**src/rtl/seg_display_scheduler.sv**
```systemverilog
// Shares the 8-digit seven-segment driver between a background value and two
// timed message sources (info, alert), with preemption, blinking and replay.
module seg_display_scheduler #(
   parameter int TICK_DIV = 100_000,
   parameter int BLINK_MS = 250
) (
   input  logic        clk,
   input  logic        rst_n,
   input  logic [31:0] bg_data,
   input  logic [1:0]  bg_mode,
   input  logic        req1,
   input  logic        req2,
   input  logic [31:0] msg1_data,
   input  logic [31:0] msg2_data,
   input  logic [1:0]  msg1_mode,
   input  logic [1:0]  msg2_mode,
   input  logic [15:0] msg1_dur,
   input  logic [15:0] msg2_dur,
   input  logic        msg1_blink,
   input  logic        msg2_blink,
   input  logic        clr_msg,
   output logic [31:0] w_seg_data,
   output logic [1:0]  w_seg_mode,
   output logic [1:0]  active_src,
   output logic        done1,
   output logic        done2,
   output logic        busy
);

   // state | meaning
   // IDLE  | background word shown, no message pending
   // SHOW1 | info message shown (slot 1)
   // SHOW2 | alert message shown (slot 2), may have preempted slot 1
   typedef enum logic [1:0] {IDLE = 2'd0, SHOW1 = 2'd1, SHOW2 = 2'd2} state_t;

   localparam logic [16:0] PRESC_TC = 17'(TICK_DIV - 1);
   localparam logic [15:0] BLINK_TC = 16'(BLINK_MS - 1);

   state_t      state, state_nxt;
   logic        pend1, pend2, pend1_nxt, pend2_nxt;
   logic [31:0] data1, data2, data1_nxt, data2_nxt;
   logic [1:0]  mode1, mode2, mode1_nxt, mode2_nxt;
   logic [15:0] dur1, dur2, dur1_nxt, dur2_nxt;
   logic        blink1, blink2, blink1_nxt, blink2_nxt;
   logic [16:0] presc, presc_nxt;
   logic [15:0] ms_cnt, ms_nxt, blink_cnt, blink_cnt_nxt;
   logic        phase_on, phase_nxt;
   logic [15:0] dur_cur;
   logic        ms_tick, tc, comp1, comp2, restart, sel_blink;
   logic [31:0] out_data;
   logic [1:0]  out_mode;

   always_comb begin
      data1_nxt  = data1;
      mode1_nxt  = mode1;
      dur1_nxt   = dur1;
      blink1_nxt = blink1;
      data2_nxt  = data2;
      mode2_nxt  = mode2;
      dur2_nxt   = dur2;
      blink2_nxt = blink2;
      if (req1 && !clr_msg) begin
         data1_nxt  = msg1_data;
         mode1_nxt  = msg1_mode;
         dur1_nxt   = msg1_dur;
         blink1_nxt = msg1_blink;
      end
      if (req2 && !clr_msg) begin
         data2_nxt  = msg2_data;
         mode2_nxt  = msg2_mode;
         dur2_nxt   = msg2_dur;
         blink2_nxt = msg2_blink;
      end

      // A same-cycle request of the shown source wins over its completion.
      dur_cur = (state == SHOW2) ? dur2 : dur1;
      ms_tick = (presc == PRESC_TC);
      tc      = ms_tick && (dur_cur != 16'd0) && (ms_cnt == dur_cur - 16'd1);
      comp1   = !clr_msg && (state == SHOW1) && !req1 && tc;
      comp2   = !clr_msg && (state == SHOW2) && !req2 && tc;

      if (clr_msg) begin
         pend1_nxt = 1'b0;
         pend2_nxt = 1'b0;
      end else begin
         pend1_nxt = req1 | (pend1 & ~comp1);
         pend2_nxt = req2 | (pend2 & ~comp2);
      end

      if (pend2_nxt)      state_nxt = SHOW2;
      else if (pend1_nxt) state_nxt = SHOW1;
      else                state_nxt = IDLE;

      restart = (state_nxt != state) ||
                ((state_nxt == SHOW1) && req1) ||
                ((state_nxt == SHOW2) && req2);

      presc_nxt     = 17'd0;
      ms_nxt        = 16'd0;
      blink_cnt_nxt = 16'd0;
      phase_nxt     = 1'b1;
      if (state_nxt != IDLE && !restart) begin
         phase_nxt = phase_on;
         if (ms_tick) begin
            ms_nxt = ms_cnt + 16'd1;
            if (blink_cnt == BLINK_TC) begin
               phase_nxt = ~phase_on;
            end else begin
               blink_cnt_nxt = blink_cnt + 16'd1;
            end
         end else begin
            presc_nxt     = presc + 17'd1;
            ms_nxt        = ms_cnt;
            blink_cnt_nxt = blink_cnt;
         end
      end

      case (state_nxt)
         SHOW1: begin
            out_data  = data1_nxt;
            out_mode  = mode1_nxt;
            sel_blink = blink1_nxt;
         end
         SHOW2: begin
            out_data  = data2_nxt;
            out_mode  = mode2_nxt;
            sel_blink = blink2_nxt;
         end
         default: begin
            out_data  = bg_data;
            out_mode  = bg_mode;
            sel_blink = 1'b0;
         end
      endcase
      if (sel_blink && !phase_nxt) begin
         out_data = 32'hFFFF_FFFF;
         out_mode = 2'd0;
      end
   end

   always_ff @(posedge clk or negedge rst_n) begin
      if (!rst_n) begin
         state      <= IDLE;
         pend1      <= 1'b0;
         pend2      <= 1'b0;
         data1      <= '0;
         mode1      <= '0;
         dur1       <= '0;
         blink1     <= 1'b0;
         data2      <= '0;
         mode2      <= '0;
         dur2       <= '0;
         blink2     <= 1'b0;
         presc      <= '0;
         ms_cnt     <= '0;
         blink_cnt  <= '0;
         phase_on   <= 1'b1;
         w_seg_data <= '0;
         w_seg_mode <= '0;
         active_src <= '0;
         done1      <= 1'b0;
         done2      <= 1'b0;
         busy       <= 1'b0;
      end else begin
         state      <= state_nxt;
         pend1      <= pend1_nxt;
         pend2      <= pend2_nxt;
         data1      <= data1_nxt;
         mode1      <= mode1_nxt;
         dur1       <= dur1_nxt;
         blink1     <= blink1_nxt;
         data2      <= data2_nxt;
         mode2      <= mode2_nxt;
         dur2       <= dur2_nxt;
         blink2     <= blink2_nxt;
         presc      <= presc_nxt;
         ms_cnt     <= ms_nxt;
         blink_cnt  <= blink_cnt_nxt;
         phase_on   <= phase_nxt;
         w_seg_data <= out_data;
         w_seg_mode <= out_mode;
         active_src <= state_nxt;
         done1      <= comp1;
         done2      <= comp2;
         busy       <= pend1_nxt | pend2_nxt;
      end
   end

endmodule

```
**config.mk**
```make
export PLATFORM = sky130hd
export DESIGN_NAME = seg_display_scheduler
export DESIGN_NICKNAME = d
export VERILOG_FILES = /design/src/rtl/seg_display_scheduler.sv
export SDC_FILE = /design/constraint.sdc
export NUM_CORES = 1
export LEC_CHECK = 0
export CAP_MARGIN = 30
export CORE_MARGIN = 2
export CORE_UTILIZATION = 40
export CTS_CLUSTER_SIZE = 24
export DETAILED_ROUTE_END_ITERATION = 8
export PLACE_DENSITY = 0.71
export SETUP_SLACK_MARGIN = 0.2
export SLEW_MARGIN = 20
export SYNTH_ARGS = -nofsm -noshare
export SYNTH_HDL_FRONTEND = slang
export SYNTH_SLANG_ARGS = --single-unit
```
**constraint.sdc**
```tcl
create_clock -name clk -period 9.3 [get_ports clk]
set_input_delay 0.93 -clock clk [delete_from_list [all_inputs] [get_ports clk]]
set_output_delay 0.93 -clock clk [all_outputs]
set_load 0.02 [all_outputs]
```
==> run_results.csv <==
group,metric,value,unit
grt,grt_pass1_wl,41320,um
timing,fmax,218.0,MHz
drt,wl_per_cell,16.38,um
timing,period_share,49.33,%
clocking,root_buffer,"clkbuf_16",
finish,area_growth,28.46,%
grt,grt_max_degree,125,
setup_path,ff2ff_path_depth,13,
synthesis,ys.flop_type,"dfrtp_1",
synthesis,synth_top_area_share,49.55,%
timing,drv_slew,0,
place,port_buffers,179,
setup_path,crit_path_end,"w_seg_mode[1]$_DFF_PN0_",
timing,rsz0062_at_grt,"no",
clocking,hold_buffers,0,
grt,antenna_found_initial,2,
place,gp_routability_congestion,0.9157,
status,status,"finished, final reports clean",
power_and_ir_drop,p_total,2.093,mW
power_and_ir_drop,p_clk_share,35.2,%
drt,via_per_inst,5.245,
finish,layout-drive-gt1-share,9.688,%
floorplan,fp.dieH,159.3,um
synthesis,syn_area_per_cell,9.485,um2
synthesis,syn-cell-area,9647,um2
power_and_ir_drop,power_frac_seq,45.7,%
clocking,cts_tree,"yes",
timing,finClkSkew,22.39,ps
timing,fin_crit,4587,ps
synthesis,synth_enable_flop_cells,0,
grt,track_usage,20.02,%
synthesis,synth_cells,1017,
synthesis,synth_most_common_cell,"nand2_1",
setup_path,crit_arrival,4950,ps
timing,max_slew_margin,38.36,%
power_and_ir_drop,power_frac_comb,19.1,%
floorplan,initial_core_util,40.98,%
power_and_ir_drop,p_sw,614.6,uW
setup_path,r2r_start,"pend2$_DFF_PN0_",
drt,routed_wl,24700,um
timing,setup_violations,0,
synthesis,yosysUniqueCellTypes,60,
clocking,clock_latency,450,ps
clocking,h-tree-depth,4,
setup_path,ff2ff_setup_slack,4710,ps
power_and_ir_drop,power_density,168.9,nW/um2
hold_path,hold_class,"primary input to async pin",
power_and_ir_drop,internal_power,1.478,mW
setup_path,start_kind,"flip-flop",
floorplan,die_w,159.3,um
power_and_ir_drop,switching_share,29.36,%
drt,vias,7910,
grt,gr-total-overflow,0,
clocking,clk_transition_reported_paths,80,ps
setup_path,cp_max_fo,72,
grt,grt_pass1_vias,8000,
setup_path,cp-startpoint,"pend2$_DFF_PN0_",
clocking,postCtsSetupBuffers,0,
drt,dr.pass1.iters,5,
synthesis,yosys_register_bits,192,
setup_path,critPathCaptureType,"flip-flop",
timing,worstMarginPinSlew,924.6,ps
drt,ant_nets,0,
drt,route.detailed.drc,0,
clocking,cts_inserted_buffers,17,
power_and_ir_drop,p_leak,5.269,nW
floorplan,io_pins,180,
finish,fillCellCount,2116,
timing,finalHoldViolCount,0,
floorplan,die_area,25370,um2
synthesis,synth_top_area_cell,"dfrtp_1",
power_and_ir_drop,ir_drop,98.10,uV
synthesis,synth_commonest_cells,"215 x nand2_1, 191 x dfrtp_1, 113 x nor2_1",
setup_path,regToRegEndpoint,"w_seg_mode[1]$_DFF_PN0_",
flow_run,max_cap_violations,0,
clocking,cts_resized,0,
synthesis,yosysSeqAreaShare,49.82,%
synthesis,yosysWarnings,0,
synthesis,syn-num-nets,1163,
setup_path,worstPathRequired,9660,ps
timing,setup_tns,0,ps
finish,final_nets,1320,
drt,first_iter_violations,427,
floorplan,coreArea,23540,um2
floorplan,num_rows,56,
place,post-dp-hpwl,17000,um
synthesis,synth_area_leaders,"dfrtp_1 50%, nand2_1 8.4%, mux2_2 5.8%",
clocking,cts.path.max_buffers,2,
synthesis,async_reset_ff_share,100.0,%
setup_path,crit_type,"flip-flop to flip-flop",
clocking,cts_sinks,192,
==> layout by cell type, fill, tap and decap left out, types with 5 or more instances in the layout <==
cell type | synthesis | layout
or3_1 | 8 | 8
nor3b_1 | 6 | 6
nor2b_1 | 41 | 38
nor3_1 | 13 | 13
clkbuf_16 | 0 | 17
xnor2_1 | 28 | 28
nor2_1 | 113 | 112
nand2_1 | 215 | 215
o22ai_1 | 36 | 36
ha_1 | 5 | 5
clkinv_8 | 0 | 6
inv_1 | 9 | 9
dfrtp_1 | 191 | 191
clkdlybuf4s50_1 | 0 | 178
mux2_2 | 50 | 50
xor2_1 | 28 | 28
or4_1 | 35 | 35
nor4_1 | 15 | 15
and3_1 | 10 | 10
nand3_1 | 48 | 48
nand4_1 | 15 | 15
buf_4 | 6 | 11
a21oi_1 | 13 | 13
o21ai_0 | 12 | 12
mux2i_1 | 19 | 19
==> state kept, by name (all words and copies together), names as in the netlist, 2 cells and up <==
signal / cells
data1: 32
data2: 32
w_seg_data: 32
presc: 17
blink_cnt: 16
dur1: 16
dur2: 16
ms_cnt: 16
mode1: 2
mode2: 2
w_seg_mode: 2
==> layer usage <==
| layer | global-route usage, % | vias up | routed length [um] |
|---|---|---|---|
| met5 | 0 | - | 0 |
| met2 | 32.29 | 223 | 11780 |
| met3 | 3.855 | 42 | 1204 |
| met1 | 26.58 | 3821 | 11070 |
| met4 | 8.264 | 0 | 642 |
| li1 | - | 3824 | - |
==> critical path, cell delays in order (launching register included) <==
cell,delay [ps]
dfrtp_1,490
nor2b_2,190
buf_4,340
mux2i_1,520
nor3b_1,420
o2111a_1,280
o22ai_2,120
nor4_1,560
a311oi_4,160
buf_4,360
nand2_1,150
a21o_1,320
buf_4,380
a21boi_1,210
==> how the worst min path moves through the flow <==
stage	slack [ps]	startpoint	end
final	430	rst_n	busy$_DFF_PN0_
after detailed placement	460	data1[4]$_DFF_PN0_	data1[4]$_DFF_PN0_
after CTS	480	data1[4]$_DFF_PN0_	data1[4]$_DFF_PN0_
after global placement	450	data1[17]$_DFF_PN0_	data1[17]$_DFF_PN0_
after floorplan	440	data1[0]$_DFF_PN0_	data1[0]$_DFF_PN0_
after global routing	450	rst_n	blink_cnt[11]$_DFFE_PN0P_
==> layout make-up <==
| type | count | area [um2] | share of cell area, % |
|---|---|---|---|
| Antenna cell | 2 | 5.005 | 0.04039 |
| Clock buffer | 17 | 425.4 | 3.433 |
| Clock inverter | 15 | 186.4 | 1.504 |
| Inverter | 10 | 37.54 | 0.3029 |
| Multi-Input combinational cell | 760 | 4584 | 37.00 |
| Sequential cell | 192 | 4806 | 38.78 |
| Tap cell | 319 | 399.1 | 3.221 |
| Timing Repair Buffer | 193 | 1948 | 15.72 |
==> cell families after synthesis <==
logic type                 after synthesis  share of synthesized area [%]
DFF                                    192                          49.82
and+or+nand+nor                        542                          27.26
buffers and inverters                   65                          3.126
AOI/OAI and AO/OA                       87                          6.083
muxes                                   69                          7.808
adders and majority gates                5                         0.6485
xor gates and xnor gates                57                          5.253
==> metrics by stage <==
step                      utilization, %  cell area (um2)  worst slack (ps)  hold WS [ps]  std cells
final                              52.64            12390              4713         432.2       1508
after global placement             49.72            11710              5030         453.1       1471
after global routing               52.64            12390              4388         453.5       1508
after floorplan                        -             9647              5639         441.2       1017
after detailed placement           49.78            11720              4726         458.7       1472
after CTS                          52.38            12330              4720         477.6       1504
==> power by group through the flow <==
stage / Combinational, mW / Sequential, mW / Clock [mW]
detailed placement: 0.398 / 0.973 / 0
finish: 0.401 / 0.956 / 0.736
CTS: 0.400 / 0.957 / 0.751
global placement: 0.391 / 0.970 / 0
floorplan: 0.202 / 0.986 / 0
global route: 0.437 / 0.966 / 0.785
(Power assumes the default switching activity.)
